**config.mk**
```make
export PLATFORM = sky130hd
export DESIGN_NAME = y86_mem_arbiter
export DESIGN_NICKNAME = d
export VERILOG_FILES = /design/src/rtl/y86_mem_arbiter.sv
export SDC_FILE = /design/constraint.sdc
export NUM_CORES = 1
export LEC_CHECK = 0
export ABC_AREA = 1
export ABC_CLOCK_PERIOD_IN_PS = 3200
export CAP_MARGIN = 20
export CORE_MARGIN = 3
export CORE_UTILIZATION = 35
export CTS_BUF_LIST = sky130_fd_sc_hd__clkbuf_8
export DETAILED_ROUTE_END_ITERATION = 8
export GPL_TIMING_DRIVEN = 1
export SYNTH_ARGS = -nofsm -noshare
export SYNTH_HDL_FRONTEND = slang
export SYNTH_SLANG_ARGS = --single-unit
```
**constraint.sdc**
```tcl
create_clock -name clk -period 3.2 [get_ports clk]
set_input_delay 0.64 -clock clk [delete_from_list [all_inputs] [get_ports clk]]
set_output_delay 0.64 -clock clk [all_outputs]
set_load 0.05 [all_outputs]
```
**src/rtl/y86_mem_arbiter.sv**
```systemverilog
// Two-port (fetch / data) arbiter that turns 64-bit little-endian accesses
// into eight byte cycles on a single-ported byte RAM, with span range checking.
//
// state  | meaning
// IDLE   | arbitrate; grant pulses combinationally, request fields latched
// ACCESS | one byte per cycle, cnt 0..7
// WAIT   | reads only: collect the last byte from the RAM's 1-cycle latency
// DONE   | done/err pulse to the granted port
module y86_mem_arbiter #(
  parameter int MEM_SIZE = 1024,
  parameter int ADDR_W   = 10
) (
  input  logic              clk,
  input  logic              rst,
  input  logic              if_req,
  input  logic [63:0]       if_addr,
  output logic              if_gnt,
  output logic              if_done,
  output logic [63:0]       if_rdata,
  output logic              if_err,
  input  logic              dm_req,
  input  logic              dm_we,
  input  logic [63:0]       dm_addr,
  input  logic [63:0]       dm_wdata,
  output logic              dm_gnt,
  output logic              dm_done,
  output logic [63:0]       dm_rdata,
  output logic              dm_err,
  output logic              mem_en,
  output logic              mem_we,
  output logic [ADDR_W-1:0] mem_addr,
  output logic [7:0]        mem_wdata,
  input  logic [7:0]        mem_rdata,
  output logic              busy
);

  typedef enum logic [1:0] {IDLE, ACCESS, WAIT, DONE} state_t;

  localparam logic [63:0] LAST_BASE = 64'(MEM_SIZE - 8);

  state_t            state;
  logic [2:0]        cnt;
  logic [2:0]        cntPrev;
  logic [ADDR_W-1:0] base;
  logic              we;
  logic [63:0]       wdata;
  logic              owner;      // 0 = fetch, 1 = data
  logic              err;
  logic              lastGrant;  // 0 = fetch, 1 = data
  logic [63:0]       ifRdataQ;
  logic [63:0]       dmRdataQ;
  logic              pickIf;
  logic              pickDm;
  logic [63:0]       selAddr;
  logic              selErr;
  logic              active;

  assign active  = !rst;
  assign cntPrev = cnt - 3'd1;

  always_comb begin
    pickIf = 1'b0;
    pickDm = 1'b0;
    if (active && state == IDLE) begin
      if (if_req && dm_req) begin
        pickIf = lastGrant;
        pickDm = !lastGrant;
      end else begin
        pickIf = if_req;
        pickDm = dm_req;
      end
    end
  end

  // Full 64-bit compare so a base near 2**64 cannot wrap its span into range.
  assign selAddr = pickDm ? dm_addr : if_addr;
  assign selErr  = selAddr > LAST_BASE;

  always_ff @(posedge clk) begin
    if (rst) begin
      state     <= IDLE;
      cnt       <= 3'd0;
      base      <= '0;
      we        <= 1'b0;
      wdata     <= 64'd0;
      owner     <= 1'b0;
      err       <= 1'b0;
      lastGrant <= 1'b1;
      ifRdataQ  <= 64'd0;
      dmRdataQ  <= 64'd0;
    end else begin
      case (state)
        IDLE: begin
          if (pickIf || pickDm) begin
            owner     <= pickDm;
            lastGrant <= pickDm;
            we        <= pickDm && dm_we;
            wdata     <= pickDm ? dm_wdata : 64'd0;
            base      <= selAddr[ADDR_W-1:0];
            err       <= selErr;
            cnt       <= 3'd0;
            if (pickDm) dmRdataQ <= 64'd0;
            else        ifRdataQ <= 64'd0;
            state     <= selErr ? DONE : ACCESS;
          end
        end
        ACCESS: begin
          if (!we && cnt != 3'd0) begin
            if (owner) dmRdataQ[{cntPrev, 3'b000} +: 8] <= mem_rdata;
            else       ifRdataQ[{cntPrev, 3'b000} +: 8] <= mem_rdata;
          end
          cnt <= cnt + 3'd1;
          if (cnt == 3'd7) state <= we ? DONE : WAIT;
        end
        WAIT: begin
          if (owner) dmRdataQ[63:56] <= mem_rdata;
          else       ifRdataQ[63:56] <= mem_rdata;
          state <= DONE;
        end
        DONE: state <= IDLE;
        default: state <= IDLE;
      endcase
    end
  end

  // Outputs are forced low during a reset cycle so an aborted write stops at once.
  assign if_gnt    = pickIf;
  assign dm_gnt    = pickDm;
  assign if_done   = active && state == DONE && !owner;
  assign dm_done   = active && state == DONE && owner;
  assign if_err    = if_done && err;
  assign dm_err    = dm_done && err;
  assign if_rdata  = active ? ifRdataQ : 64'd0;
  assign dm_rdata  = active ? dmRdataQ : 64'd0;
  assign mem_en    = active && state == ACCESS;
  assign mem_we    = mem_en && we;
  assign mem_addr  = mem_en ? base + ADDR_W'(cnt) : '0;
  assign mem_wdata = mem_we ? wdata[{cnt, 3'b000} +: 8] : 8'd0;
  assign busy      = active && state != IDLE;

endmodule

```
==> metrics.txt <==
startpoint class of the critical path=flop; wire per inst=16.2 µm; Final WS setup=78.0 ps; number of synthesized flops with an enable pin=0; vias per inst=4.73; Crit. End Element=output port; Mean Syn Cell Area=6.50 µm²; layout cells sized above 1=13.1%; Layout Nets=2,188; PD cells=546 mW/mm²; Area Growth Syn to Fin=45.8%; die width=179 µm; clock-pin slew on the worst setup and hold paths=50 ps; reg2reg path depth=10; Hold-fix buffers, CTS=0; Tightest Pin Transition=874 ps; area of the core=0.0291 mm²; hold path cells=2; Pins Over Slew Limit=0; ys flop type=dfxtp_1; GRT overflow=0; Netlist cell types=39; RSZ-0062 raised after global routing=false; die height=179 µm; Total Routed Length=38.5 mm; Non-Filler Instances=2,373; vias in the first global route=10.6k; post-detail-place hpwl=29.2 mm; DP Worst Slack=281 ps; Synth area leaders=dfxtp_1 40%, nand2_1 16%, nor2_1 10%; status=finished, final reports clean; Final Hold Viols=0; Worst Hold Class=flop to flop; Slew HR=41.6%; commonest cells after routing, fill and taps aside=446 x nand2_1, 279 x nor2_1, 225 x inv_1; Antenna Nets Post-Route=0; antenna violations before repair=2; Synth top area share=40.4%; Final Critical Period=3120 ps; sequential area share after synthesis=40.4%; Max-Cap Viols=0; most common cell after layout, fill and taps aside=nand2_1; mapped cell area=0.0105 mm²; DRT iter0 DRCs=742; Worst-Skew Late Latency=530 ps; total number of vias=11.2k; Placer Congestion=0.897; Seq cells post-synth=211; Port Buffer Count=359; worst path arrival time=2480 ps; cell taking the most area after synthesis=dfxtp_1; # setup viols final=0; Initial Utilization=36.0%; Fmax=0.320 GHz; first-pass GRT wire length=58.9 mm; largest net degree at the start of global routing=91; maximum VDD drop=0.297 mV; Synth Warn #=0; Root Driver=clkbuf_8; Synth Instances=1,609; setup TNS=0 ps; Crit Path Class=flop to output port; Clock Sinks=211; Syn Nets=1,832; crit share post-route=97.6%; final core utilization=52.4%; antenna cells=0; CP max FO=5; die area=0.0320 mm²; drt first pass iters=5; dpl cells=2,306; CTS tree=built; CTS buffer count=40; num rows=62; I/O pin count=360; # DRC=0; total track usage=23.4%; clock tree buffer depth=3; Synth async-reset ratio=0%; cell leakage power=6.00 nW; worst clock skew=27.9 ps; H-tree Lvls=2; Required @ worst endpoint=2560 ps
-- flip-flops by register name (all words and copies together) (netlist names) --
name and cells:
base 10, cnt 3, dmRdataQ 64, err 1, ifRdataQ 64, lastGrant 1
owner 1, state 2, wdata 64, we 1
-- synth_stat cells, drive strengths merged (9+ instances only) --
cell / n
clkbuf: 47
nor3: 13
o31ai: 38
a21oi: 80
o21ai: 132
ha: 17
nand3: 25
nand4: 14
inv: 218
a31oi: 9
dfxtp: 211
o211ai: 11
nor2: 288
buf: 24
nand2: 447
-- final timing paths --
check,slack (ps),to,start
setup / recovery,80,busy,state[0]
hold / removal,460,wdata[13],wdata[13]
setup reg to reg,600,cnt[1],state[0]
hold reg to reg,460,wdata[13],wdata[13]
-- power by group --
group	leakage [nW]	total, W	switching, W	internal [W]
Combinational	3.86	0.00292	0.00203	0.000893
Clock	0.435	0.00255	0.00114	0.00141
Sequential	1.71	0.00286	0.0000914	0.00276
Total	6.00	0.00833	0.00326	0.00507
-- kinds of logic (layout without fill, tap and decap cells) --
family | after synthesis | count (layout) | synth area share, %
and+or+nand+nor | 789 | 789 | 29.8
DFF | 211 | 211 | 40.4
adders and majority gates | 18 | 18 | 2.22
buffers and inverters | 292 | 672 | 10.8
xor gates and xnor gates | 1 | 1 | 0.0837
muxes | 8 | 8 | 0.765
AOI/OAI and AO/OA | 290 | 290 | 16.0
-- critical path: stages (launching register included) --
cell	delay (ps)
dfxtp_1	420
inv_1	130
ha_1	350
nor2_1	210
clkdlybuf4s50_1	860
-- cell type report --
| class | count | area [µm²] |
|---|---|---|
| repair buffers | 385 | 3720 |
| fillers | 3017 | 13800 |
| inverters | 221 | 830 |
| clock buffers | 47 | 647 |
| clock inverters | 19 | 113 |
| flip-flops and latches | 211 | 4230 |
| well taps | 384 | 480 |
| multi-input cells | 1106 | 5240 |
-- stage by stage --
stage / total power, W / hold slack, ps / area [µm²]
2_1_floorplan: 0.00470 / 442 / 10600
3_3_place_gp: 0.00582 / 448 / 14500
3_5_place_dp: 0.00583 / 452 / 14500
4_1_cts: 0.00839 / 453 / 15200
5_1_grt: 0.00884 / 451 / 15300
6_report: 0.00833 / 460 / 15300
-- metal layers --
layer	share of wire [%]	track usage [%]	vias to the layer above
met3	6.9	4.87	53
met5	0.055	0	-
met4	2.1	6.36	4
li1	-	-	5764
met1	43	29.9	5073
met2	48	39.8	324
-- repair_timing --
action	4_1_cts	5_1_grt
setup endpoints to repair	3	4
gates resized for setup	2	7
setup buffers	0	1
pin swaps	0	1
Note: power is estimated with default switching activity, not from simulation.
